**config.mk**
```make
export PLATFORM = sky130hd
export DESIGN_NAME = clk_div_multi
export DESIGN_NICKNAME = d
export VERILOG_FILES = /design/src/rtl/clk_div_multi.sv
export SDC_FILE = /design/constraint.sdc
export NUM_CORES = 1
export LEC_CHECK = 0
export BUFFER_PORTS_ARGS = -buffer_cell sky130_fd_sc_hd__buf_2
export CAP_MARGIN = 15
export CORE_UTILIZATION = 25
export CTS_CLUSTER_DIAMETER = 50
export DETAILED_ROUTE_END_ITERATION = 8
export PLACE_DENSITY = 0.46
export SLEW_MARGIN = 25
export SYNTH_ARGS = -nofsm -noshare
export SYNTH_HDL_FRONTEND = slang
export SYNTH_SLANG_ARGS = --single-unit
```
**constraint.sdc**
```tcl
create_clock -name i_ref_clk -period 3.04 [get_ports i_ref_clk]
set_input_delay 0 -clock i_ref_clk [delete_from_list [all_inputs] [get_ports i_ref_clk]]
set_output_delay 0 -clock i_ref_clk [all_outputs]
set_load 0.005 [all_outputs]
```
**src/rtl/clk_div_multi.sv**
```systemverilog
// clk_div_multi
// Multi-channel integer clock divider. Each of NCH channels divides i_ref_clk
// by its own ratio R (2 .. 2**WIDTH-1). The output is high for floor(R/2)
// reference cycles and low for ceil(R/2), so even ratios give exactly 50% duty.
// Ratio and enable are sampled only at period boundaries, so a running output
// never glitches. A channel that is not running passes i_ref_clk straight through.
//
// Ports
//   i_ref_clk    reference clock (single clock domain)
//   i_rst_n      asynchronous active-low reset
//   i_clk_en     per-channel enable
//   i_div_ratio  per-channel ratio; channel k = bits [k*WIDTH +: WIDTH]
//   i_sync       restart every running channel in phase at this edge
//   o_div_clk    divided clock per channel (i_ref_clk while in BYPASS)
//   o_tick       registered one-cycle pulse on the first ref cycle of each period
//   o_active     1 while the channel is dividing (RUN)
module clk_div_multi #(
  parameter int WIDTH = 8,
  parameter int NCH   = 2
) (
  input  logic                 i_ref_clk,
  input  logic                 i_rst_n,
  input  logic [NCH-1:0]       i_clk_en,
  input  logic [NCH*WIDTH-1:0] i_div_ratio,
  input  logic                 i_sync,
  output logic [NCH-1:0]       o_div_clk,
  output logic [NCH-1:0]       o_tick,
  output logic [NCH-1:0]       o_active
);

  typedef enum logic {
    ST_BYPASS = 1'b0,
    ST_RUN    = 1'b1
  } state_t;

  state_t           state_r [NCH];
  state_t           state_s [NCH];
  logic [WIDTH-1:0] cnt_r   [NCH];
  logic [WIDTH-1:0] cnt_s   [NCH];
  logic [WIDTH-1:0] ract_r  [NCH];
  logic [WIDTH-1:0] ract_s  [NCH];
  logic [WIDTH-1:0] ratio_s [NCH];
  logic [NCH-1:0]   start_s;
  logic [NCH-1:0]   out_r;
  logic [NCH-1:0]   out_s;
  logic [NCH-1:0]   tick_r;
  logic [NCH-1:0]   tick_s;

  for (genvar g = 0; g < NCH; g++) begin : g_ch
    assign ratio_s[g] = i_div_ratio[g*WIDTH +: WIDTH];
    // Ratios 0 and 1 cannot be divided; such a channel stays in (or drops to) bypass.
    assign start_s[g] = i_clk_en[g] && (ratio_s[g] >= WIDTH'(2));
    assign o_active[g]  = (state_r[g] == ST_RUN);
    // Bypass passes the reference clock through; RUN drives the glitch-free register.
    assign o_div_clk[g] = (state_r[g] == ST_RUN) ? out_r[g] : i_ref_clk;
  end

  assign o_tick = tick_r;

  // Next-state logic: entry from bypass, period counting, boundary restart/exit.
  always_comb begin
    for (int k = 0; k < NCH; k++) begin
      state_s[k] = state_r[k];
      cnt_s[k]   = cnt_r[k];
      ract_s[k]  = ract_r[k];
      out_s[k]   = out_r[k];
      tick_s[k]  = 1'b0;
      case (state_r[k])
        ST_BYPASS: begin
          if (start_s[k]) begin
            state_s[k] = ST_RUN;
            cnt_s[k]   = {WIDTH{1'b0}};
            ract_s[k]  = ratio_s[k];
            out_s[k]   = 1'b1;
            tick_s[k]  = 1'b1;
          end else begin
            state_s[k] = ST_BYPASS;
            cnt_s[k]   = {WIDTH{1'b0}};
            out_s[k]   = 1'b0;
          end
        end
        ST_RUN: begin
          // i_sync forces a boundary; at a real boundary it changes nothing.
          if (i_sync || (cnt_r[k] == ract_r[k] - WIDTH'(1))) begin
            if (start_s[k]) begin
              cnt_s[k]  = {WIDTH{1'b0}};
              ract_s[k] = ratio_s[k];
              out_s[k]  = 1'b1;
              tick_s[k] = 1'b1;
            end else begin
              state_s[k] = ST_BYPASS;
              cnt_s[k]   = {WIDTH{1'b0}};
              out_s[k]   = 1'b0;
            end
          end else begin
            cnt_s[k] = cnt_r[k] + WIDTH'(1);
            // High for the first floor(R/2) counts of the period.
            out_s[k] = ((cnt_r[k] + WIDTH'(1)) < (ract_r[k] >> 1));
          end
        end
        default: begin
          state_s[k] = ST_BYPASS;
          cnt_s[k]   = {WIDTH{1'b0}};
          out_s[k]   = 1'b0;
        end
      endcase
    end
  end

  // Per-channel state registers with asynchronous reset.
  always_ff @(posedge i_ref_clk or negedge i_rst_n) begin
    if (!i_rst_n) begin
      for (int k = 0; k < NCH; k++) begin
        state_r[k] <= ST_BYPASS;
        cnt_r[k]   <= {WIDTH{1'b0}};
        ract_r[k]  <= {WIDTH{1'b0}};
      end
      out_r  <= {NCH{1'b0}};
      tick_r <= {NCH{1'b0}};
    end else begin
      for (int k = 0; k < NCH; k++) begin
        state_r[k] <= state_s[k];
        cnt_r[k]   <= cnt_s[k];
        ract_r[k]  <= ract_s[k];
      end
      out_r  <= out_s;
      tick_r <= tick_s;
    end
  end

endmodule

```
# Yosys cells after proc, flatten, opt, wreduce, memory -nomap -nowiden
# Index checks and enable logic that the tools add are counted.
[op_classes]
add_sub_neg = 4
magnitude_cmp = 4
bitwise_logic = 2
n_eq_ne = 4
n_reduce_logical = 4
muxes = 26
[ops]
columns = ["op", "count"]
rows = [
  ["8-bit case mux with 2 select lines", 4],
  ["8-bit 2-to-1 mux", 6],
  ["8-bit by 1-bit adder with 8-bit output (second input constant)", 2],
  ["8-bit == test", 2],
  ["8-bit by 2-bit greater-or-equal comparator with 1-bit output (second input constant)", 2],
  ["8-bit by 7-bit less-than comparator with 1-bit output", 2],
  ["8-bit by 1-bit subtractor with 8-bit output (second input constant)", 2],
  ["1-bit case mux with 2 select lines", 6],
  ["1-bit 2-to-1 mux", 10],
  ["2-bit by 1-bit inequality test with 1-bit output (second input constant)", 2],
  ["1-bit logical AND", 2],
  ["1-bit logical OR", 2],
  ["1-bit inverter", 2],
]
[totals]
reg_bits = 38
output_inout_bits = 6
input_bits = 21

# Depth between registers and ports, before layout
[logic_depth]
ltp_word = 5
mapped_depth = 9

==> impl_metrics.csv <==
group,metric,value,unit
run_status,status,"finished, violations left",
run_status,violations,"DRC",
worst_setup_path,worstSetupPathType,"register to register",
logic_synthesis,synth_top_cell_by_area,"dfrtp_1",
logic_synthesis,synth_nets,260,
flow_run,drv_cap,0,
worst_setup_path,path_max_fanout,12,
power,cellPowerDensity,510.8,nW/um2
logic_synthesis,avgSynthCellArea,10.26,um2
worst_setup_path,crit_path_max_incr_delay,0.56,ns
worst_setup_path,end_kind,"register",
timing,hold_violations,0,
drt,drt_iter0_drc,36,
timing,grt_setup_unrepaired,"no",
worst_setup_path,cp_cell_sequence,"inv_1, ha_1, nor3b_2, a21oi_1, nand4b_1, o41ai_2, buf_4, nand3_1, dlygate4sd3_1, o21ai_0",
timing,period_share,88.18,%
timing,max_clock_freq,0.3730,GHz
place,detailedPlacementHpwl,3609,um
logic_synthesis,synthAdderAreaFrac,8.753,%
layout,num-fill-cells,913,
place,place_congestion,0.7651,
logic_synthesis,synthesis.area,2287,um2
logic_synthesis,muxShareOfSynthArea,8.753,%
clock_network,cts_tree,"built",
clock_network,clkLatencyLatePin,0.40,ns
logic_synthesis,synth-seq-cells,38,
drt,first_pass_iters,6,
timing,fin_crit,2.681,ns
logic_synthesis,yosys.area.top_type_share,41.58,%
logic_synthesis,ys_types,40,
global_route,grt_pass1_vias,1932,
floorplan,initial_core_util,25.97,%
layout,finalNetCount,317,
logic_synthesis,synthTopCellsByArea,"dfrtp_1, ha_1, mux2_2",
layout,multi_input_comb_area,1254,um2
global_route,grt_use_total,12.15,%
floorplan,die_h,97.65,um
layout,antenna_cells,0,
power,power_leakage,1.386,nW
worst_setup_path,worst_ep_required_time,3.34,ns
logic_synthesis,synth_xor_area_share,11.87,%
floorplan,rows,34,
drt,vias,1779,
drt,drc_errors,1,
floorplan,die_width,97.65,um
worst_setup_path,cpMaxStageDelayCell,"dlygate4sd3_1",
timing,worst_pin_slew,0.8743,ns
global_route,antenna_found_initial,0,
power,fin_total_pwr,1.501,mW
floorplan,io_pins,27,
clock_network,clk_pin_slew,0.08,ns
layout,final_util,33.36,%
global_route,grt_pass1_wl,9025,um
worst_hold_path,hold_class,"input pin to register",
layout,syn_to_final_growth,28.45,%
global_route,grt.overflow.total,0,
layout,final-instance-count-excl-fill,388,
timing,fin_skew,0.009227,ns
floorplan,core_area,8806,um2
global_route,grt_max_degree,39,
drt,vias_per_cell,4.585,
layout,regArea,950.9,um2
place,dp_cells,356,
worst_setup_path,startpoint_type,"register",
logic_synthesis,synth_top_family_by_area,"simple AND/OR/NAND/NOR gates",
timing,drv_slew,0,
power,vdd_ir_drop_max,0.3338,mV
logic_synthesis,synth-seq-area-share,41.58,%
logic_synthesis,synth_compound_gate_area_share,9.136,%
layout,layout-drive-gt1-share,21.43,%
logic_synthesis,synthCells,223,
logic_synthesis,synth-simple-area-share,16.08,%
place,port_buffers,26,
logic_synthesis,yosysWarnings,0,
timing,tns,0,ns
drt,wire_per_inst,13.02,um
timing,setup_violations,0,
timing,relSlewSlack,41.71,%
worst_setup_path,crit_arrival,2.99,ns
floorplan,die_area,9536,um2
drt,drt-total-wl,5050,um
drt,ant_nets,0,
==> critical path, delay by kind of cell, from the launching register on <==
family	cells	cell delay [ns]
AO/OA/AOI/OAI	3	0.54
adder cells (fa/ha/maj)	1	0.18
flip-flops	1	0.44
AND/OR/NAND/NOR	3	0.55
buffers and inverters	3	0.89
==> metrics by stage <==
| stage | area [um2] | hold WS (ns) | setup slack (ns) |
|---|---|---|---|
| after global placement | 2555 | 0.1733 | 0.4781 |
| after global routing | 2938 | 0.06961 | 0.1318 |
| after floorplan | 2287 | -0.2956 | 0.7054 |
| after detailed placement | 2555 | 0.1824 | 0.4295 |
| after CTS | 2933 | 0.05732 | 0.2466 |
| final | 2938 | 0.05397 | 0.3593 |
==> flip-flops by register name (all words and copies together), names as in the netlist <==
| register | count |
|---|---|
| cnt_r | 16 |
| ract_r | 16 |
| o_active | 2 |
| o_tick | 2 |
| out_r | 2 |
==> area by class of cell <==
cell class                 count  share of cell area, %
tap                          108                  4.600
timing repair buffer          48                  12.01
sequential                    38                  32.37
clock buffer                  12                  5.026
multi-input combinational    163                  42.67
clock inverter                 1                  1.022
inverter                      18                  2.300
==> path summary, 6_finish.rpt <==
kind	from	end	slack, ns	cells past startpoint
worst max-delay path	ract_r[8]$_DFFE_PN0P_	ract_r[14]$_DFFE_PN0P_	0.36	10
worst min-delay path	i_sync	cnt_r[2]$_DFF_PN0_	0.05	3
worst max register to register	ract_r[8]$_DFFE_PN0P_	ract_r[14]$_DFFE_PN0P_	0.36	10
worst min register to register	cnt_r[8]$_DFF_PN0_	cnt_r[8]$_DFF_PN0_	0.56	1
max in group asynchronous	i_rst_n	cnt_r[4]$_DFF_PN0_	2.21	2
min in group asynchronous	i_rst_n	ract_r[8]$_DFFE_PN0P_	0.27	2
==> cells by family (layout without fill, tap and decap cells) <==
logic type                 count (synthesis)  count (layout)
and+or+nand+nor                           70              70
buffers and inverters                     22              79
muxes                                     18              18
DFF                                       38              38
xor gates and xnor gates                  31              31
adders and majority gates                 16              16
AOI/OAI and AO/OA                         28              28
==> cell usage after synthesis (all sizes together) <==
cell type	count
a2111o	1
a211o	1
a211oi	1
a21o	1
a21oi	8
a2bb2oi	1
and2	1
and2b	1
and3	8
buf	2
clkbuf	2
dfrtp	38
ha	16
inv	18
mux2	16
mux2i	2
nand2	15
nand2b	2
nand3	12
nand4	2
nand4b	1
nor2	10
nor2b	8
nor3	5
nor3b	2
nor4	1
o211a	1
o211ai	2
o21ai	6
o21bai	1
o22a	1
o31a	1
o41ai	3
or4	2
xnor2	18
xor2	13
==> layout by cell type, fill, tap and decap left out, types with 2 or more instances in the layout <==
cell            n
dfrtp_1        38
buf_2          26
dlygate4sd3_1  21
inv_1          18
xnor2_1        18
mux2_2         16
ha_1           16
nand2_1        15
xor2_1         13
nand3_1        12
nor2_1         10
clkbuf_8       10
and3_1          8
nor2b_1         8
a21oi_1         7
o21ai_0         6
nor3_1          5
buf_4           3
nor3b_2         2
mux2i_1         2
nand4_1         2
nand2b_1        2
or4_1           2
o41ai_1         2
o211ai_1        2
==> routing by layer <==
metal	GRT usage, %	vias up	share of wire [%]
met5	0	-	0
met2	20.84	23	50
met3	4.029	8	2.8
met4	5.478	0	1.7
met1	13.63	861	45
li1	-	887	-
==> timing repair <==
action | 4_1_cts | 5_1_grt
setup endpoints to repair | 0 | 1
gates resized for setup | 0 | 1
setup buffers | 0 | 0
hold buffers | 21 | 0
hold endpoints to repair | 56 | 0
==> where the power goes <==
group	leakage [nW]	switching (mW)	internal, mW
Combinational	0.806	0.135	0.149
Sequential	0.478	0.0556	0.550
Clock	0.102	0.220	0.392
Total	1.39	0.410	1.09
No activity file was read; power rests on OpenSTA's default activity.
